$ cat config.mk
export PLATFORM = sky130hd
export DESIGN_NAME = note_sequencer
export DESIGN_NICKNAME = d
export VERILOG_FILES = /design/src/rtl/note_sequencer.sv
export SDC_FILE = /design/constraint.sdc
export NUM_CORES = 1
export LEC_CHECK = 0
export BUFFER_PORTS_ARGS = -buffer_cell sky130_fd_sc_hd__buf_2
export CAP_MARGIN = 20
export CORE_UTILIZATION = 30
export DETAILED_ROUTE_END_ITERATION = 6
export MAX_ROUTING_LAYER = met4
export PLACE_DENSITY = 0.48
export SLEW_MARGIN = 10
export SYNTH_ARGS = -nofsm -noshare
export SYNTH_HDL_FRONTEND = slang
export SYNTH_SLANG_ARGS = --single-unit
$ cat constraint.sdc
create_clock -name clk -period 2.65 [get_ports clk]
set_input_delay 0.265 -clock clk [delete_from_list [all_inputs] [get_ports clk]]
set_output_delay 0.265 -clock clk [all_outputs]
set_load 0.05 [all_outputs]
$ cat src/rtl/note_sequencer.sv
// Step sequencer feeding the synth voice with trig/count_max from a small pattern memory.
// Build option: define SEQ_LOOP_EN to let the loop input wrap playback from the last step to step 0.
module note_sequencer #(
    parameter int STEPS = 8,
    parameter int PW    = 8,
    parameter int LW    = 4,
    parameter int SW    = $clog2(STEPS)
) (
    input  logic             clk,
    input  logic             rst_n,
    input  logic             start,
    input  logic             stop,
    input  logic             loop,
    input  logic             wr_en,
    input  logic [SW-1:0]    wr_addr,
    input  logic [LW+PW:0]   wr_data,
    input  logic [15:0]      tick_div,
    input  logic [LW-1:0]    gap,
    output logic             trig,
    output logic [PW-1:0]    count_max,
    output logic [SW-1:0]    step,
    output logic             busy,
    output logic             done
);

    localparam int DW = 1 + LW + PW;

    typedef enum logic [1:0] {
        ST_IDLE = 2'd0,
        ST_LOAD = 2'd1,
        ST_GATE = 2'd2,
        ST_GAP  = 2'd3
    } state_t;

    state_t          state_r;
    logic [DW-1:0]   mem_r [STEPS];
    logic [15:0]     tcnt_r;
    logic [LW-1:0]   dur_r;

    logic [DW-1:0]   rd_entry_s;
    logic            rd_rest_s;
    logic [LW-1:0]   rd_len_s;
    logic [PW-1:0]   rd_pitch_s;
    logic            tick_s;
    logic            dur_end_s;
    logic            last_step_s;
    logic            adv_s;
    logic            loop_active_s;

`ifdef SEQ_LOOP_EN
    assign loop_active_s = loop;
`else
    logic loop_unused_s;
    assign loop_unused_s = loop;
    assign loop_active_s = 1'b0;
`endif

    // Pattern memory: cleared by reset, writable in any state.
    always_ff @(posedge clk or negedge rst_n) begin
        if (!rst_n) begin
            for (int i = 0; i < STEPS; i++) begin
                mem_r[i] <= '0;
            end
        end else if (wr_en) begin
            mem_r[wr_addr] <= wr_data;
        end
    end

    // Entry decode, tempo tick and advance decision.
    always_comb begin
        rd_entry_s  = mem_r[step];
        rd_rest_s   = rd_entry_s[DW-1];
        rd_len_s    = rd_entry_s[PW +: LW];
        rd_pitch_s  = rd_entry_s[PW-1:0];
        if ((state_r == ST_GATE) || (state_r == ST_GAP)) begin
            tick_s = (tcnt_r >= tick_div);
        end else begin
            tick_s = 1'b0;
        end
        dur_end_s   = tick_s && (dur_r <= LW'(1));
        last_step_s = (step == SW'(STEPS - 1));
        if (state_r == ST_GAP) begin
            adv_s = dur_end_s;
        end else if (state_r == ST_GATE) begin
            adv_s = dur_end_s && (gap == '0);
        end else begin
            adv_s = 1'b0;
        end
    end

    // Playback FSM with registered outputs; stop outranks start and advance.
    always_ff @(posedge clk or negedge rst_n) begin
        if (!rst_n) begin
            state_r   <= ST_IDLE;
            tcnt_r    <= 16'd0;
            dur_r     <= '0;
            trig      <= 1'b0;
            count_max <= '0;
            step      <= '0;
            busy      <= 1'b0;
            done      <= 1'b0;
        end else if (stop) begin
            state_r   <= ST_IDLE;
            tcnt_r    <= 16'd0;
            dur_r     <= '0;
            trig      <= 1'b0;
            step      <= '0;
            busy      <= 1'b0;
            done      <= 1'b0;
        end else if (adv_s) begin
            tcnt_r <= 16'd0;
            trig   <= 1'b0;
            if (!last_step_s) begin
                step    <= step + SW'(1);
                state_r <= ST_LOAD;
                done    <= 1'b0;
            end else if (loop_active_s) begin
                step    <= '0;
                state_r <= ST_LOAD;
                done    <= 1'b0;
            end else begin
                step    <= '0;
                state_r <= ST_IDLE;
                busy    <= 1'b0;
                done    <= 1'b1;
            end
        end else begin
            done <= 1'b0;
            case (state_r)
                ST_IDLE: begin
                    tcnt_r <= 16'd0;
                    trig   <= 1'b0;
                    if (start) begin
                        state_r <= ST_LOAD;
                        step    <= '0;
                        busy    <= 1'b1;
                    end
                end
                ST_LOAD: begin
                    tcnt_r    <= 16'd0;
                    count_max <= rd_pitch_s;
                    dur_r     <= (rd_len_s == '0) ? LW'(1) : rd_len_s;
                    trig      <= ~rd_rest_s;
                    state_r   <= ST_GATE;
                end
                ST_GATE: begin
                    if (dur_end_s) begin
                        // Non-zero gap here; a zero gap was taken by the advance branch.
                        tcnt_r  <= 16'd0;
                        dur_r   <= gap;
                        trig    <= 1'b0;
                        state_r <= ST_GAP;
                    end else if (tick_s) begin
                        tcnt_r <= 16'd0;
                        dur_r  <= dur_r - LW'(1);
                    end else begin
                        tcnt_r <= tcnt_r + 16'd1;
                    end
                end
                ST_GAP: begin
                    trig <= 1'b0;
                    if (tick_s) begin
                        tcnt_r <= 16'd0;
                        dur_r  <= dur_r - LW'(1);
                    end else begin
                        tcnt_r <= tcnt_r + 16'd1;
                    end
                end
                default: begin
                    state_r <= ST_IDLE;
                    tcnt_r  <= 16'd0;
                    trig    <= 1'b0;
                    step    <= '0;
                    busy    <= 1'b0;
                end
            endcase
        end
    end

endmodule

Word level (Yosys, flattened, before mapping)

Index checks and enable logic that the tools add are counted.

Output and inout bits: 14
Logic and storage cells: 98
Input bits: 42
Register bits after elaboration: 140

Equality and inequality tests: 8
Reductions and logical operators: 18
Muxes and demuxes: 43
$lt $le $gt $ge: 5
Add/sub/neg operators: 3
Bitwise operators: 5

Operators by type and width:

| kind                                                            | count |
|---|---|
| bitwise mux 104 bit                                             | 1 |
| two-way mux 16 bit                                              | 4 |
| case mux 16 bit (3 select lines)                                | 1 |
| binary-select mux 13 bit (select 3 bit)                         | 1 |
| demux 13 bit (select 3 bit)                                     | 1 |
| two-way mux 13 bit                                              | 3 |
| two-way mux 4 bit                                               | 5 |
| adder 16 x 1 -> 16 bit (second input constant)                  | 1 |
| >= comparator 16 bit                                            | 1 |
| two-way mux 1 bit                                               | 15 |
| two-way mux 3 bit                                               | 5 |
| case mux 4 bit (3 select lines)                                 | 1 |
| AND reduction 3 bit                                             | 3 |
| >= comparator 4 bit (second input constant)                     | 2 |
| logical NOT 4 bit                                               | 2 |
| two-way mux 2 bit                                               | 4 |
| != test 4 bit (second input constant)                           | 2 |
| inverter 3 -> 4 bit                                             | 2 |
| case mux 2 bit (3 select lines)                                 | 1 |
| nonzero test 3 bit                                              | 2 |
| nonzero test 5 bit                                              | 1 |
| equality test 2 bit (second input constant)                     | 2 |
| less-or-equal comparator 4 x 1 -> 1 bit (second input constant) | 1 |
| less-than comparator 4 x 1 -> 1 bit (second input constant)     | 1 |
| other kinds (14)                                                | 20 |

Longest topological paths before layout

Gate-level depths: netlist of the first run.

Depth after elaboration: 9
Gate-level depth with buffers: 10
Depth with buffers taken out: 9

Worst setup path before layout of the first run

OpenSTA, ideal clock, no wires.

Kind: reg2reg
Start point: register tcnt_r[9]
End point: register dur_r[0]
Data required time: 2.568 ns
Library setup time: 0.082 ns
Path slack: 0.034 ns
Cell stages (with the launch flop): 10
Clock period less this slack: 2.616 ns
Path buffers: 1
Data arrival time: 2.534 ns
Cells stage by stage: dfrtp_1 ha_1 a21o_1 a221o_1 a211oi_2 a31oi_2 and2_1 buf_6 or4_1 a31oi_1

Cells in the longest elaborated chain, start to end: 8
Elaborated cells between the ends (all ways): 13
Classes of those cells: order compare (1); eq/ne (1); mux (8); reduce/logical (3)

Ends and longest elaborated chain:

| item                                 | line | source |
|---|---|---|
| start: declaration                   | 37   | `logic [15:0] tcnt_r;` |
| start signal: assignment             | 157  | `tcnt_r <= tcnt_r + 16'd1;` |
| start signal: assignment             | 166  | `tcnt_r <= tcnt_r + 16'd1;` |
| >= comparator 16 bit (*)             | 76   | `tick_s = (tcnt_r >= tick_div);` |
| two-way mux 1 bit (*)                | 75   | `if ((state_r == ST_GATE) \|\| (state_r == ST_GAP)) begin` |
| logical AND 1 bit                    | 80   | `dur_end_s = tick_s && (dur_r <= LW'(1));` |
| logical AND 1 bit                    | 85   | `adv_s = dur_end_s && (gap == '0);` |
| two-way mux 1 bit                    | 84   | `end else if (state_r == ST_GATE) begin` |
| two-way mux 1 bit                    | 82   | `if (state_r == ST_GAP) begin` |
| != test 2 bit (no source line)       | --   |  |
| AND reduction 2 bit (no source line) | --   |  |
| end signal: assignment               | 142  | `dur_r <= (rd_len_s == '0) ? LW'(1) : rd_len_s;` |
| end signal: assignment               | 150  | `dur_r <= gap;` |
| end signal: assignment               | 155  | `dur_r <= dur_r - LW'(1);` |
| end: declaration                     | 38   | `logic [LW-1:0] dur_r;` |

Mark *: on every way between the ends. The rest lies on a longest branch, timed or not. The select of a mux whose other input is x is not followed.
A chain may end at the register's enable or synchronous reset.

Worst setup path in the final report of the first run

Start point: register tcnt_r[15]
End point: register state_r[0]

Cells in the longest elaborated chain, start to end: 8
Elaborated cells between the ends (all ways): 12
Classes of those cells: order compare (1); eq/ne (2); mux (5); reduce/logical (4)

Ends and longest elaborated chain:

| item                                                                             | line | source |
|---|---|---|
| >= comparator 16 bit (*)                                                         | 76   |  |
| two-way mux 1 bit (*)                                                            | 75   |  |
| logical AND 1 bit (*)                                                            | 80   |  |
| logical AND 1 bit                                                                | 85   |  |
| two-way mux 1 bit                                                                | 84   |  |
| two-way mux 1 bit                                                                | 82   |  |
| != test 4 bit (no source line) (tied with other cells)                           | --   |  |
| AND reduction 3 bit (no source line) / two-way mux 2 bit (equally long branches) | --   |  |
| end signal: assignment                                                           | 94   | `state_r <= ST_IDLE;` |
| end signal: assignment                                                           | 103  | `state_r <= ST_IDLE;` |
| end signal: assignment                                                           | 115  | `state_r <= ST_LOAD;` |
| end: declaration                                                                 | 35   | `state_t state_r;` |

Mark *: on every way between the ends. The rest lies on a longest branch, timed or not.

==> impl_metrics.csv, run 1 <==
group,metric,value,unit
run_status,status,"completed",
synthesis,syn_area_per_cell,12.8,sq um
floorplan,dieArea,0.0239,sq mm
power,switching_share,32.1,%
power,p_int,0.00471,W
clock_tree,clock_path_buffers,2,
run,cap_violations,0,
timing,worst_pin_slew,848,ps
detailed_routing,vias_per_cell,4.95,
synthesis,netlist_instances,546,
detailed_routing,wire_per_inst,17.7,microns
clock_tree,clk_pin_slew,70,ps
grt,grt_pass1_vias,5029,
min_path,hold_path_class,"input pin to flop",
timing,finalSetupTns,0,ps
timing,rsz0062_at_grt,"yes",
layout,finalNetCount,712,
layout,area_growth,23.8,%
timing,hold_viol,0,
worst_setup_path,timing.rr.end,"state_r[0]",
timing,slew_violations,0,
power,power.share.clock,33.6,%
worst_setup_path,startpoint,"tcnt_r[15]",
layout,drive_gt1_share,43.2,%
timing,fmax,0.383,GHz
placement,place_hpwl,11.1,mm
floorplan,die_h,154,microns
worst_setup_path,ff2ff_path_depth,9,
synthesis,netlist_area,0.00698,sq mm
synthesis,synthTopCellsByCount,"dfrtp_1 (140), mux2_2 (104), nor2_1 (33)",
worst_setup_path,end_kind,"flop",
synthesis,synth_top_area_share,50.2,%
detailed_routing,first_iter_violations,168,
synthesis,synth_edf_count,0,
floorplan,row_count,55,
power,switchingPower,0.00223,W
grt,grt_first_pass_wirelength,26.9,mm
power,combPwrFrac,25.2,%
detailed_routing,dr.pass1.iters,4,
min_path,hold_path.startpoint,"start",
synthesis,ys_seq_area_share,50.2,%
synthesis,yosysTopAreaCell,"dfrtp_1",
grt,grt_usage,15.1,%
synthesis,synth.distinct_cells,49,
layout,layoutNonFillerInstCount,943,
floorplan,io_pins,56,
worst_setup_path,critical_path_class,"flop to flop",
worst_setup_path,critPathRequiredTime,2940,ps
grt,grt_max_degree,86,
power,total_power,0.00694,W
clock_tree,cts_tree,"done",
synthesis,yosys_warnings,0,
grt,antenna_found_initial,1,
worst_setup_path,r2r_slack,40,ps
floorplan,core,0.0227,sq mm
clock_tree,clock-sinks,140,
detailed_routing,final_antenna_net_count,0,
detailed_routing,num_vias,4667,
placement,port_buffers,54,
worst_setup_path,worstPathArrival,2900,ps
power,power.density,803,mW/mm^2
synthesis,async_reset_ff_share,100,%
clock_tree,cts_buffers,17,
floorplan,start_util,30.7,%
synthesis,syn_nets,614,
timing,max_slew_margin,43.4,%
worst_setup_path,start_kind,"flop",
detailed_routing,routed_wl,16.7,mm
timing,fin_hold_ws,143,ps
synthesis,ys_seq_elements,140,
worst_setup_path,worst-path-max-fanout,5,
placement,gp_congestion,0.779,
power,irDropWorstVdd,0.579,mV
timing,finalCriticalPeriod,2610,ps
worst_setup_path,r2r-start,"tcnt_r[15]",
timing,fin_crit_sh,98.6,%
detailed_routing,post-route-drc-count,0,
timing,fin_worst_skew,12.6,ps
grt,grt-ovfl-total,0,
floorplan,die_x,154,microns
clock_tree,clk_latency,420,ps
clock_tree,cts-root-buf,"clkbuf_16",
synthesis,synth_most_common_cell,"dfrtp_1",
power,power_leakage,3.71,nW
synthesis,synthTopCellsByArea,"dfrtp_1 (50%), mux2_2 (17%), mux4_2 (7.7%)",
synthesis,synth_flop_cell,"dfrtp_1",
power,sequentialPowerShare,41.1,%
clock_tree,cts.htree.levels,4,
timing,setup_viol,0,
placement,dp.cells,903,
worst_setup_path,crit_path_end,"state_r[0]",
kinds of logic (layout without fill, tap and decap cells):
family          Yosys count  count (layout)  share of synthesized area [%]
compound gates           56              56                           5.22
xor+xnor                 14              14                           1.76
simple gates            113             113                           8.14
flops                   140             140                           50.2
mux                     146             146                           27.1
buf+inv                  51             162                           2.87
fa+ha+maj                26              26                           4.66
other cells               0               1                              0
critical path: stages (launching register included):
cell and delay, ps:
dfrtp_1 420, ha_4 280, and4_4 240, nand4_1 120, a311o_1 410, a31oi_4 300
and2_4 210, buf_4 130, nor4_1 50, or3_1 340
power groups by stage:
stage / clock [W] / combinational (W) / sequential, W
detailed placement: 0 / 0.00167 / 0.00289
finish: 0.00233 / 0.00175 / 0.00285
floorplan: 0 / 0.000975 / 0.00305
global route: 0.00249 / 0.00192 / 0.00292
global placement: 0 / 0.00163 / 0.00285
CTS: 0.00240 / 0.00169 / 0.00285
metrics by stage:
stage | util (%) | worst slack (ps) | area (sq um)
global route | 38.0 | -65.2 | 8640
global placement | 34.6 | -84.5 | 7870
detailed placement | 34.6 | -152 | 7870
floorplan | - | 33.7 | 6980
finish | 38.0 | 36.4 | 8640
CTS | 37.4 | 2.15 | 8490
repair_timing:
action	CTS	global route
setup buffers	0	5
hold endpoints to repair	83	0
resized for setup	7	17
cloned	0	1
pin swaps	6	8
endpoints found under the setup margin	18	32
hold buffers	1	0
final cells by class:
class                   instances  area (sq um)
inverters                      28           105
clock buffers                  17           425
diodes                          1          2.50
clock inverters                15           151
repair buffers                102           689
fillers                      2212         14100
flip-flops and latches        140          3500
multi-input cells             355          3400
well taps                     285           357
per-layer routing:
layer	vias to the layer above	track usage (%)	part of all wire (%)
met1	2393	18.7	46
met5	-	-	0
met2	82	24.6	49
met3	16	3.42	3.3
met4	0	4.29	1.2
li1	2176	-	-
cell usage in the layout (no fill, tap or decap), drive strengths merged, types with 6 or more instances in the layout:
cell type    n
buf        100
mux2       104
mux4        24
nor2        33
mux2i       18
nand3       20
nand2       20
inv         36
xor2         9
o21ai       12
a21oi       20
and3         6
dfrtp      140
ha          26
clkbuf      18
worst min-delay path by stage:
stage          endpoint  cells after the start  slack, ps
3_5_place_dp   dur_r[3]                      1        390
5_1_grt            busy                      3        150
4_1_cts            busy                      3        130
6_report           busy                      3        140
3_3_place_gp   dur_r[3]                      1        360
2_1_floorplan      busy                      0        -30
state kept, by name, summed over array words and instances, names as in the netlist:
name / flops
mem_r: 104
tcnt_r: 16
count_max: 8
dur_r: 4
step: 3
state_r: 2
busy: 1
done: 1
trig: 1
No activity file was read; power rests on OpenSTA's default activity.
==> inputs of run 2 (changes only) <==
--- a/config.mk
+++ b/config.mk
@@ -10,7 +10,7 @@
 export CORE_UTILIZATION = 30
 export DETAILED_ROUTE_END_ITERATION = 6
 export MAX_ROUTING_LAYER = met4
-export PLACE_DENSITY = 0.48
+export PLACE_DENSITY = 0.44
 export SLEW_MARGIN = 10
 export SYNTH_ARGS = -nofsm -noshare
 export SYNTH_HDL_FRONTEND = slang
==> impl_metrics.csv, run 2 (synthesized netlist as in run 1, its figures left out) <==
group,metric,value,unit
floorplan,io_pins,56,
detailed_routing,dr.pass1.iters,4,
layout,finalNetCount,707,
power,sequentialPowerShare,39.3,%
timing,fin_worst_skew,11.4,ps
placement,gp_congestion,0.810,
placement,place_hpwl,11.1,mm
worst_setup_path,critPathRequiredTime,2990,ps
clock_tree,cts-root-buf,"clkbuf_16",
clock_tree,cts_tree,"done",
detailed_routing,wire_per_inst,18.0,microns
worst_setup_path,worst-path-max-fanout,8,
timing,setup_slack,51.3,ps
floorplan,start_util,30.7,%
layout,stdcell_area,0.00872,sq mm
power,p_int,0.00515,W
layout,largest_reg_flops,104,
layout,fill_cells,2202,
floorplan,core,0.0227,sq mm
power,switchingPower,0.00214,W
timing,hold_viol,0,
floorplan,die_h,154,microns
clock_tree,clock_path_buffers,2,
detailed_routing,final_antenna_net_count,0,
floorplan,die_x,154,microns
clock_tree,cts_buffers,17,
timing,rsz0062_at_grt,"yes",
layout,reg.largest.list,"mem_r x104, tcnt_r x16, count_max x8",
detailed_routing,vias_per_cell,4.92,
detailed_routing,post-route-drc-count,0,
run_status,status,"completed",
grt,grt-ovfl-total,0,
timing,finalCriticalPeriod,2600,ps
floorplan,row_count,55,
timing,fin_crit_sh,98.1,%
grt,antenna_found_initial,1,
timing,setup_viol,0,
clock_tree,clk_latency,420,ps
detailed_routing,routed_wl,16.9,mm
worst_setup_path,end_kind,"flop",
layout,regMostFlops,"mem_r",
power,power_leakage,3.73,nW
clock_tree,clk_pin_slew,60,ps
layout,final_common_cell,"dfrtp_1",
layout,final_cell_mix,"dfrtp_1 (140), mux2_2 (104), buf_2 (53)",
layout,area_growth,25.0,%
clock_tree,clock-sinks,140,
timing,fmax,0.385,GHz
power,switching_share,29.4,%
power,power.share.clock,36.9,%
min_path,hold_path_class,"input pin to flop",
worst_setup_path,start_kind,"flop",
grt,grt_usage,15.9,%
placement,port_buffers,54,
timing,slew_violations,0,
power,combPwrFrac,23.8,%
timing,worst_pin_slew,740,ps
floorplan,dieArea,0.0239,sq mm
layout,register_area,0.00350,sq mm
detailed_routing,first_iter_violations,196,
detailed_routing,num_vias,4618,
placement,dp_slack,-163,ps
timing,finalSetupTns,0,ps
layout,multi_input_area,0.00342,sq mm
power,irDropWorstVdd,0.445,mV
run,cap_violations,0,
grt,grt_first_pass_wirelength,27.7,mm
grt,grt_max_degree,78,
layout,drive_gt1_share,42.8,%
worst_setup_path,critical_path_class,"flop to flop",
worst_setup_path,worstPathArrival,2940,ps
placement,place_area,0.00785,sq mm
power,power.density,837,mW/mm^2
timing,max_slew_margin,50.7,%
grt,grt_pass1_vias,4947,
clock_tree,cts.htree.levels,4,
run 2: cell count changes in the layout (fill, tap and decap cells not counted), sizes merged:
cell | before | now
clkbuf | 18 | 20
buf | 100 | 96
inv | 36 | 32
bufinv | 1 | 5
clkinvlp | 3 | 0
run 2: cell type report:
| class | instances | share of cell area (%) |
|---|---|---|
| Sequential cell | 140 | 40.2 |
| Multi-Input combinational cell | 355 | 39.2 |
| Timing Repair Buffer | 97 | 7.55 |
| Clock buffer | 20 | 5.35 |
| Tap cell | 285 | 4.09 |
| Clock inverter | 12 | 2.37 |
| Inverter | 28 | 1.21 |
| Antenna cell | 1 | 0.0287 |
run 2: per-stage QoR:
stage                     hold WS, ps  util (%)  std cells  power (W)
after CTS                         123      37.9        936    0.00738
after global routing              153      38.4        938    0.00773
after detailed placement          365      34.6        901    0.00456
after floorplan                 -30.6         -        546    0.00403
final                             147      38.4        938    0.00730
after global placement            338      34.6        901    0.00450
run 2: power by group through the flow:
stage               Clock, W  Combinational (W)  Sequential, W
floorplan                  0           0.000975        0.00305
global placement           0            0.00163        0.00287
detailed placement         0            0.00166        0.00290
CTS                  0.00277            0.00174        0.00287
global route         0.00288            0.00192        0.00293
finish               0.00269            0.00174        0.00286
run 2: timing repair:
action	in CTS	in global routing
setup endpoints to repair	14	15
pin swaps	6	7
buffers inserted	1	1
cloned	1	0
resized for setup	12	13
hold buffers	1	0
endpoints found under the hold margin	75	0
run 2: path summary, 6_finish.rpt:
kind | depth (start not counted) | end | start | slack, ps
max in group asynchronous | 3 | mem_r[32] | rst_n | 1450
setup reg to reg | 11 | count_max[0] | tcnt_r[9] | 50
min in group asynchronous | 2 | state_r[1] | rst_n | 440
setup / recovery | 11 | count_max[0] | tcnt_r[9] | 50
hold reg to reg | 1 | mem_r[9] | mem_r[9] | 500
hold / removal | 3 | busy | start | 150
run 2: critical path, cell delays in order, from the launching register on:
cell and delay [ps]:
dfrtp_1 410, ha_4 220, a21o_1 150, a221o_1 360, a211oi_4 340, a31oi_4 190, buf_6 170, a211oi_4 200
buf_6 170, buf_12 140, nor2_1 40, a21oi_1 110
run 2: per-layer routing:
| metal | GRT usage, % | wire length (microns) | vias up |
|---|---|---|---|
| met5 | - | 0 | - |
| met4 | 3.96 | 65 | 0 |
| met3 | 3.50 | 531 | 5 |
| met2 | 25.8 | 8500 | 75 |
| met1 | 20.2 | 7800 | 2359 |
| li1 | - | - | 2179 |
